==> src/rtl/pll_lock_ctrl.sv <==
// rtl/pll_lock_ctrl.sv - acquisition/lock sequencer for the QPSK carrier PLL
// Optional lock statistics ports are added when PLL_LOCK_STATS_EN is defined.
module pll_lock_ctrl #(
    parameter int WIN_LOG2    = 4,
    parameter int FLUSH_CYC   = 16,
    parameter int LOCK_WINS   = 4,
    parameter int UNLOCK_WINS = 2,
    parameter int ACQ_TO_WINS = 64,
    parameter int MAX_RETRY   = 3
) (
    input  logic               i_clk,
    input  logic               i_rst_n,
    input  logic               i_enable,
    input  logic               i_err_vld,
    input  logic signed [15:0] i_err,
    input  logic [15:0]        i_lock_thr,
    input  logic [15:0]        i_unlock_thr,
`ifdef PLL_LOCK_STATS_EN
    output logic [15:0]        o_unlock_cnt,
    output logic [31:0]        o_acq_cycles,
`endif
    output logic               o_pll_rst_n,
    output logic               o_track_mode,
    output logic               o_locked,
    output logic [2:0]         o_state,
    output logic [15:0]        o_win_avg,
    output logic               o_win_vld
);
    localparam int ACW = 16 + WIN_LOG2;
    localparam int FLW = (FLUSH_CYC > 1) ? $clog2(FLUSH_CYC) : 1;
    localparam int GW  = $clog2(LOCK_WINS + 1);
    localparam int BW  = $clog2(UNLOCK_WINS + 1);
    localparam int TW  = $clog2(ACQ_TO_WINS + 1);
    localparam int RW  = $clog2(MAX_RETRY + 2);

    localparam logic [FLW-1:0] FLUSH_LAST = FLW'(FLUSH_CYC - 1);
    localparam logic [GW-1:0]  LOCK_C     = GW'(LOCK_WINS);
    localparam logic [BW-1:0]  UNLOCK_C   = BW'(UNLOCK_WINS);
    localparam logic [TW-1:0]  TO_C       = TW'(ACQ_TO_WINS);
    localparam logic [RW-1:0]  MAXR_C     = RW'(MAX_RETRY);

    typedef enum logic [2:0] {
        S_IDLE  = 3'd0,
        S_FLUSH = 3'd1,
        S_ACQ   = 3'd2,
        S_TRACK = 3'd3,
        S_FAIL  = 3'd4
    } state_t;

    state_t              state_q;
    logic                pll_rst_n_q;
    logic                track_q;
    logic                locked_q;
    logic [15:0]         win_avg_q;
    logic                win_vld_q;
    logic [FLW-1:0]      flush_cnt_q;
    logic [WIN_LOG2-1:0] smp_cnt_q;
    logic [ACW-1:0]      acc_q;
    logic [GW-1:0]       good_q;
    logic [BW-1:0]       bad_q;
    logic [TW-1:0]       win_cnt_q;
    logic [RW-1:0]       retry_q;

    logic [15:0]         err_u;
    logic [15:0]         err_abs_d;
    logic                take_d;
    logic                win_last_d;
    logic [ACW-1:0]      acc_sum_d;
    logic [GW-1:0]       good_nxt_d;
    logic [BW-1:0]       bad_nxt_d;
    logic [TW-1:0]       win_cnt_inc_d;
    logic [RW-1:0]       retry_inc_d;

    assign err_u = i_err;

    // -32768 has no positive twin in 16 bits, so it clamps rather than wraps
    always_comb begin
        err_abs_d     = err_u[15] ? 16'(~err_u + 16'd1) : err_u;
        if (err_u == 16'h8000) begin
            err_abs_d = 16'h7fff;
        end
        take_d        = i_err_vld && ((state_q == S_ACQ) || (state_q == S_TRACK));
        win_last_d    = take_d && (smp_cnt_q == {WIN_LOG2{1'b1}});
        acc_sum_d     = acc_q + ACW'(err_abs_d);
        good_nxt_d    = (win_avg_q < i_lock_thr)   ? good_q + GW'(1) : '0;
        bad_nxt_d     = (win_avg_q > i_unlock_thr) ? bad_q + BW'(1)  : '0;
        win_cnt_inc_d = win_cnt_q + TW'(1);
        retry_inc_d   = retry_q + RW'(1);
    end

    always_ff @(posedge i_clk or negedge i_rst_n) begin
        if (!i_rst_n) begin
            state_q     <= S_IDLE;
            pll_rst_n_q <= 1'b0;
            track_q     <= 1'b0;
            locked_q    <= 1'b0;
            win_avg_q   <= '0;
            win_vld_q   <= 1'b0;
            flush_cnt_q <= '0;
            smp_cnt_q   <= '0;
            acc_q       <= '0;
            good_q      <= '0;
            bad_q       <= '0;
            win_cnt_q   <= '0;
            retry_q     <= '0;
        end else if (!i_enable) begin
            state_q     <= S_IDLE;
            pll_rst_n_q <= 1'b0;
            track_q     <= 1'b0;
            locked_q    <= 1'b0;
            win_vld_q   <= 1'b0;
            flush_cnt_q <= '0;
            smp_cnt_q   <= '0;
            acc_q       <= '0;
            good_q      <= '0;
            bad_q       <= '0;
            win_cnt_q   <= '0;
            retry_q     <= '0;
        end else begin
            win_vld_q <= 1'b0;
            case (state_q)
                S_IDLE: begin
                    state_q     <= S_FLUSH;
                    retry_q     <= '0;
                    flush_cnt_q <= '0;
                end
                S_FLUSH: begin
                    smp_cnt_q <= '0;
                    acc_q     <= '0;
                    good_q    <= '0;
                    bad_q     <= '0;
                    win_cnt_q <= '0;
                    if (flush_cnt_q == FLUSH_LAST) begin
                        state_q     <= S_ACQ;
                        pll_rst_n_q <= 1'b1;
                        flush_cnt_q <= '0;
                    end else begin
                        flush_cnt_q <= flush_cnt_q + FLW'(1);
                    end
                end
                S_ACQ, S_TRACK: begin
                    if (take_d) begin
                        if (win_last_d) begin
                            win_avg_q <= acc_sum_d[ACW-1:WIN_LOG2];
                            win_vld_q <= 1'b1;
                            acc_q     <= '0;
                            smp_cnt_q <= '0;
                        end else begin
                            acc_q     <= acc_sum_d;
                            smp_cnt_q <= smp_cnt_q + WIN_LOG2'(1);
                        end
                    end
                    // Evaluation runs on the cycle the new average is presented
                    if (win_vld_q && (state_q == S_ACQ)) begin
                        good_q    <= good_nxt_d;
                        win_cnt_q <= win_cnt_inc_d;
                        if (good_nxt_d == LOCK_C) begin
                            state_q  <= S_TRACK;
                            track_q  <= 1'b1;
                            locked_q <= 1'b1;
                            retry_q  <= '0;
                            bad_q    <= '0;
                        end else if (win_cnt_inc_d == TO_C) begin
                            retry_q     <= retry_inc_d;
                            pll_rst_n_q <= 1'b0;
                            flush_cnt_q <= '0;
                            state_q     <= (retry_inc_d <= MAXR_C) ? S_FLUSH : S_FAIL;
                        end
                    end else if (win_vld_q) begin
                        bad_q <= bad_nxt_d;
                        if (bad_nxt_d == UNLOCK_C) begin
                            state_q     <= S_FLUSH;
                            flush_cnt_q <= '0;
                            pll_rst_n_q <= 1'b0;
                            track_q     <= 1'b0;
                            locked_q    <= 1'b0;
                        end
                    end
                end
                default: begin
                    state_q     <= S_FAIL;
                    pll_rst_n_q <= 1'b0;
                    track_q     <= 1'b0;
                    locked_q    <= 1'b0;
                end
            endcase
        end
    end

    assign o_pll_rst_n  = pll_rst_n_q;
    assign o_track_mode = track_q;
    assign o_locked     = locked_q;
    assign o_state      = state_q;
    assign o_win_avg    = win_avg_q;
    assign o_win_vld    = win_vld_q;

`ifdef PLL_LOCK_STATS_EN
    state_t      prev_q;
    logic [15:0] unlock_cnt_q;
    logic [31:0] acq_run_q;
    logic [31:0] acq_cycles_q;

    // Transitions are seen one clock late via prev_q; only i_rst_n clears these
    always_ff @(posedge i_clk or negedge i_rst_n) begin
        if (!i_rst_n) begin
            prev_q       <= S_IDLE;
            unlock_cnt_q <= '0;
            acq_run_q    <= '0;
            acq_cycles_q <= '0;
        end else begin
            prev_q <= state_q;
            if (state_q != S_ACQ) begin
                acq_run_q <= '0;
            end else if (acq_run_q != '1) begin
                acq_run_q <= acq_run_q + 32'd1;
            end
            if ((state_q == S_TRACK) && (prev_q == S_ACQ)) begin
                acq_cycles_q <= acq_run_q;
            end
            if ((state_q == S_FLUSH) && (prev_q == S_TRACK) && (unlock_cnt_q != '1)) begin
                unlock_cnt_q <= unlock_cnt_q + 16'd1;
            end
        end
    end

    assign o_unlock_cnt = unlock_cnt_q;
    assign o_acq_cycles = acq_cycles_q;
`endif

endmodule

==> config.mk <==
export PLATFORM = sky130hd
export DESIGN_NAME = pll_lock_ctrl
export DESIGN_NICKNAME = d
export VERILOG_FILES = /design/src/rtl/pll_lock_ctrl.sv
export SDC_FILE = /design/constraint.sdc
export NUM_CORES = 1
export LEC_CHECK = 0
export CORE_ASPECT_RATIO = 1.5
export CORE_UTILIZATION = 60
export CTS_CLUSTER_DIAMETER = 200
export DETAILED_ROUTE_END_ITERATION = 8
export MAX_ROUTING_LAYER = met4
export PLACE_DENSITY_LB_ADDON = 0.2
export SLEW_MARGIN = 20
export SYNTH_ARGS = -nofsm -noshare
export SYNTH_HDL_FRONTEND = slang
export SYNTH_SLANG_ARGS = --single-unit
==> constraint.sdc <==
create_clock -name i_clk -period 4.6 [get_ports i_clk]
set_input_delay 0.46 -clock i_clk [delete_from_list [all_inputs] [get_ports i_clk]]
set_output_delay 0.46 -clock i_clk [all_outputs]
set_load 0.005 [all_outputs]
# After elaboration in Yosys (flattened, before gate mapping)
# Cells that the tools add are included.
# word_totals
reg_bits	65
latchBits	0
ramBits	0
rom_bits	0
in_bits	52
output_inout_bits	23
word_cells	125
memories	0
# op_classes
add_sub_neg	8
mul	0
div	0
magnitude_cmp	3
n_eq_ne	24
shifts	0
n_mux	61
bitwise	1
reduce_logical	16
# op_table
op	n
$mux W20	3
$mux W3	15
$mux W4	10
$pmux W20 S2	1
$mux W16	2
$ne A4 B4 Y1 const B	6
$add A20 B16 Y20	1
$add A16 B1 Y16 const B	1
$eq A16 B16 Y1 const B	1
$gt A16 B16 Y1	1
$lt A16 B16 Y1	1
$not A16 Y16	1
$mux W1	14
$mux W7	2
$pmux W7 S2	1
$pmux W3 S2	2
$pmux W4 S3	1
$reduce_and A4 Y1	3
$mux W2	5
$ne A3 B3 Y1 const B	3
$pmux W3 S3	1
$add A4 B1 Y4 const B	2
$eq A4 B4 Y1 const B	2
$pmux W4 S2	1
24 further kinds	33

# Longest topological paths before layout
# depth
word_depth	9
depth_mapped	16

# Least setup slack after synthesis
# Ideal clock, no wire load.
# synth_path
kind	input to register
from	in i_err[5]
to	reg win_avg_q[7], in the netlist o_win_avg[7]
setup_ns	0.125
t_arrival_ns	3.546
required_time_ns	4.475
path_slack_ns	0.929
stages	14
path_buffers	1
path_cell_list	or3_4 -> or3_1 -> nor3_1 -> nand2_1 -> clkbuf_1 -> nand2_1 -> ha_1 -> nand2_1 -> or4b_1 -> o22ai_2 -> o21ai_1 -> a31oi_1 -> xnor2_1 -> mux2_2
# synth_between
elab_chain_cells	5
# synth_rtl
element	line	rtl
from (decl)	15	input logic signed [15:0] i_err,
$not A16 Y16	78	err_abs_d = err_u[15] ? 16'(~err_u + 16'd1) : err_u;
$add A16 B1 Y16	78	
$mux W16	78	
$mux W16 *	79	if (err_u == 16'h8000) begin
$add A20 B16 Y20 *	84	acc_sum_d = acc_q + ACW'(err_abs_d);
to (signal assigned)	144	win_avg_q <= acc_sum_d[ACW-1:WIN_LOG2];
to (decl)	54	logic [15:0] win_avg_q;
# Mark *: on every way between the ends. The rest lies on a longest branch, timed or not.
# A chain may end at the register's enable or synchronous reset.

# Final worst setup path
# layout_path
from	in i_err[3]
to	reg acc_q[18]
# layout_between
elab_chain_cells	9
# layout_rtl
element	line	rtl
$not A16 Y16	78	
$add A16 B1 Y16	78	
$mux W16	78	
$mux W16 *	79	
$add A20 B16 Y20 *	84	
$mux W20 *	143	if (win_last_d) begin
$mux W20 *	142	if (take_d) begin
$pmux W20 S2 *	121	case (state_q)
$mux W20 *	106	end else if (!i_enable) begin
to (signal assigned)	149	acc_q <= acc_sum_d;
to (decl)	58	logic [ACW-1:0] acc_q;
# Mark *: on every way between the ends. The rest lies on a longest branch, timed or not. The select of a mux whose other input is x is not followed.

==> results.json <==
{
  "drive_gt1_share_pct": 6.60,
  "synth_edf_count": 0,
  "vias": 4714,
  "topRoutingLayerUsed": "met4",
  "cts_buffers": 9,
  "drt_first_pass_iters": 5,
  "core_area_um2": 8060,
  "start_util_pct": 62.0,
  "synthArstFlopShare_pct": 100,
  "outcome": "finished, final reports clean",
  "root_buffer": "clkbuf_16",
  "syn_avg_cell_area_um2": 8.50,
  "cp-end-kind": "register",
  "required_ns": 4.84,
  "setup_viol": 0,
  "tightest_slew_ns": 0.892,
  "setup_ws_ns": 0.395,
  "synth.area.mux_share_pct": 2.65,
  "power_density_nw_per_um2": 330,
  "path_class": "in2reg",
  "synth_cell_type_count": 55,
  "hold_viol": 0,
  "clk-insertion-delay-late_ns": 0.33,
  "hold_class": "in2async",
  "synth_xor_area_share_pct": 5.08,
  "first_iter_violations": 303,
  "synth_top_family_by_area": "compound AO/OA/AOI/OAI gates",
  "dp_hpwl_um": 10100,
  "ios": 75,
  "ys_seq_elements": 65,
  "via_per_inst": 6.11,
  "fin_tns_setup_ns": 0,
  "finalCritPeriodShare_pct": 91.4,
  "overflow": 0,
  "synth_ff_type": "dfrtp_1",
  "total_power_uw": 2040,
  "slew_headroom_pct": 40.3,
  "cap_violations": 0,
  "p_leak_uw": 0.00296,
  "min_period_ns": 4.21,
  "die_x_um": 76.5,
  "ys_seq_area_share_pct": 32.5,
  "grt_max_degree": 66,
  "cts_tree": "yes",
  "die-area_um2": 8710,
  "synth-simple-area-share_pct": 17.9,
  "wl_met3_um": 502,
  "cts_sinks": 65,
  "clockBufferDepth": 2,
  "rows": 40,
  "h-tree-depth": 3,
  "grt_pass1_vias": 4760,
  "slew_viol_final": 0,
  "grt.total_usage_pct": 33.2,
  "fmax_mhz": 238,
  "rsz0062_at_grt": "no",
  "path_clk_slew_ns": 0.05,
  "antenna_found_initial": 0,
  "drt-wirelength-per-cell_um": 17.2,
  "cp_data_arrival_time_ns": 4.44,
  "crit_fanout": 6,
  "nNetsFinal": 771,
  "met1_length_um": 5100,
  "dp_worst_setup_slack_ns": 0.0535,
  "drcViolationCount": 0,
  "yosys_warnings": 0,
  "wl_um": 13300,
  "synth_compound_area_share_pct": 22.5,
  "synthAdderAreaFrac_pct": 14.2,
  "port_buffers": 74,
  "crit_path_start_kind": "primary input",
  "finalCoreUtilization_pct": 76.7,
  "detail-route-antenna-nets": 0,
  "antenna_cells": 0,
  "grt_pass1_wl_um": 22000,
  "area_growth_pct": 23.6,
  "die_h_um": 114,
  "peakVddDrop_uv": 323,
  "syn_nets": 696,
  "cts-hold-fix-buffers": 0,
  "syn_area_um2": 5000,
  "globalplace.congestion": 0.923,
  "synth_cells": 588,
  "wl_met2_um": 7210,
  "finalClockSkew_ns": 0.00662
}
-- logic make-up after synthesis --
family                   Yosys count
flip-flops                        65
XOR/XNOR                          29
multiplexers                      12
AND/OR/NAND/NOR                  187
adder cells (fa/ha/maj)           56
buffers and inverters             65
AO/OA/AOI/OAI                    174
-- what timing repair did --
action                                  in CTS  in global routing
endpoints found under the setup margin       0                  4
hold endpoints to repair                     0                  0
setup buffers                                0                  0
gates resized for setup                      0                  2
-- path summary, 6_finish.rpt --
kind | start | end | slack, ns | cells past startpoint
max | i_err[3] | acc_q[18]$_DFFE_PN0P_ | 0.39 | 14
min | i_rst_n | win_cnt_q[4]$_DFFE_PN0P_ | 0.30 | 2
max reg2reg | o_win_avg[2]$_DFFE_PN0P_ | retry_q[0]$_DFFE_PN0P_ | 1.73 | 8
min reg2reg | acc_q[7]$_DFFE_PN0P_ | acc_q[7]$_DFFE_PN0P_ | 0.49 | 2
max in group asynchronous | i_rst_n | good_q[1]$_DFFE_PN0P_ | 3.74 | 2
min in group i_clk | acc_q[7]$_DFFE_PN0P_ | acc_q[7]$_DFFE_PN0P_ | 0.49 | 2
-- sequential cells by signal, indices dropped and copies added (netlist names) --
signal	count
acc_q	20
bad_q	2
flush_cnt_q	4
good_q	3
o_locked	1
o_pll_rst_n	1
o_state	3
o_win_avg	16
o_win_vld	1
retry_q	3
smp_cnt_q	4
win_cnt_q	7
-- cell type report --
type | instances | area [µm²]
Tap cell | 105 | 131
Clock inverter | 2 | 60.1
Sequential cell | 65 | 1630
Multi-Input combinational cell | 458 | 3120
Fill cell | 585 | 1880
Inverter | 49 | 184
Clock buffer | 13 | 270
Timing Repair Buffer | 80 | 781
-- cells in the final DEF, fill, tap and decap left out, drive strengths merged, types with 5 or more instances in the layout --
cell | synthesis | layout
a211oi | 7 | 7
a21o | 6 | 6
a21oi | 43 | 43
a22o | 13 | 13
a31oi | 6 | 6
and2 | 6 | 6
buf | 4 | 7
clkbuf | 12 | 13
clkdlybuf4s50 | 0 | 73
dfrtp | 65 | 65
ha | 55 | 55
inv | 49 | 49
mux2 | 10 | 10
nand2 | 70 | 70
nand2b | 6 | 6
nand3 | 11 | 11
nand4 | 10 | 10
nor2 | 36 | 36
nor2b | 8 | 8
nor3 | 12 | 12
o21a | 8 | 8
o21ai | 55 | 55
o22ai | 5 | 5
o31ai | 9 | 9
or3 | 9 | 9
xnor2 | 12 | 12
xor2 | 17 | 17
-- cell usage after synthesis, types with 11 or more instances --
| cell type | n | share of area, % |
|---|---|---|
| a21oi_1 | 43 | 4.3 |
| a22o_1 | 13 | 2.3 |
| clkbuf_1 | 12 | 0.90 |
| dfrtp_1 | 65 | 33 |
| ha_1 | 55 | 14 |
| inv_1 | 49 | 3.7 |
| nand2_1 | 70 | 5.3 |
| nand3_1 | 11 | 1.1 |
| nor2_1 | 36 | 2.7 |
| nor3_1 | 12 | 1.2 |
| o21ai_0 | 51 | 5.1 |
| xnor2_1 | 12 | 2.1 |
| xor2_1 | 17 | 3.0 |
-- power by group --
group | switching, µW | internal [µW] | total, µW
combinational | 367 | 251 | 618
sequential | 58.0 | 614 | 672
clock | 235 | 515 | 750
-- metal layers --
metal	global-route usage [%]	up-vias
li1	-	2270
met5	-	-
met3	6.08	36
met2	59.6	154
met1	34.4	2254
met4	17.2	0
-- through the flow --
step / cells / instance area [µm²] / hold WS (ns)
2_1_floorplan: 588 / 5000 / 0.164
3_3_place_gp: 757 / 5840 / 0.471
3_5_place_dp: 757 / 5840 / 0.479
4_1_cts: 772 / 6170 / 0.335
5_1_grt: 772 / 6180 / 0.381
6_report: 772 / 6180 / 0.299
-- critical path: stages --
cell	delay (ns)
clkdlybuf4s50_1	0.48
or3_4	0.42
or3_1	0.41
or3_1	0.43
and3_1	0.22
o21ai_0	0.19
ha_1	0.33
nand4_1	0.18
nor2_1	0.07
a211oi_1	0.30
o221ai_1	0.22
o21ai_0	0.40
a21oi_1	0.13
o21ai_0	0.18
No activity file was read; power rests on OpenSTA's default activity.
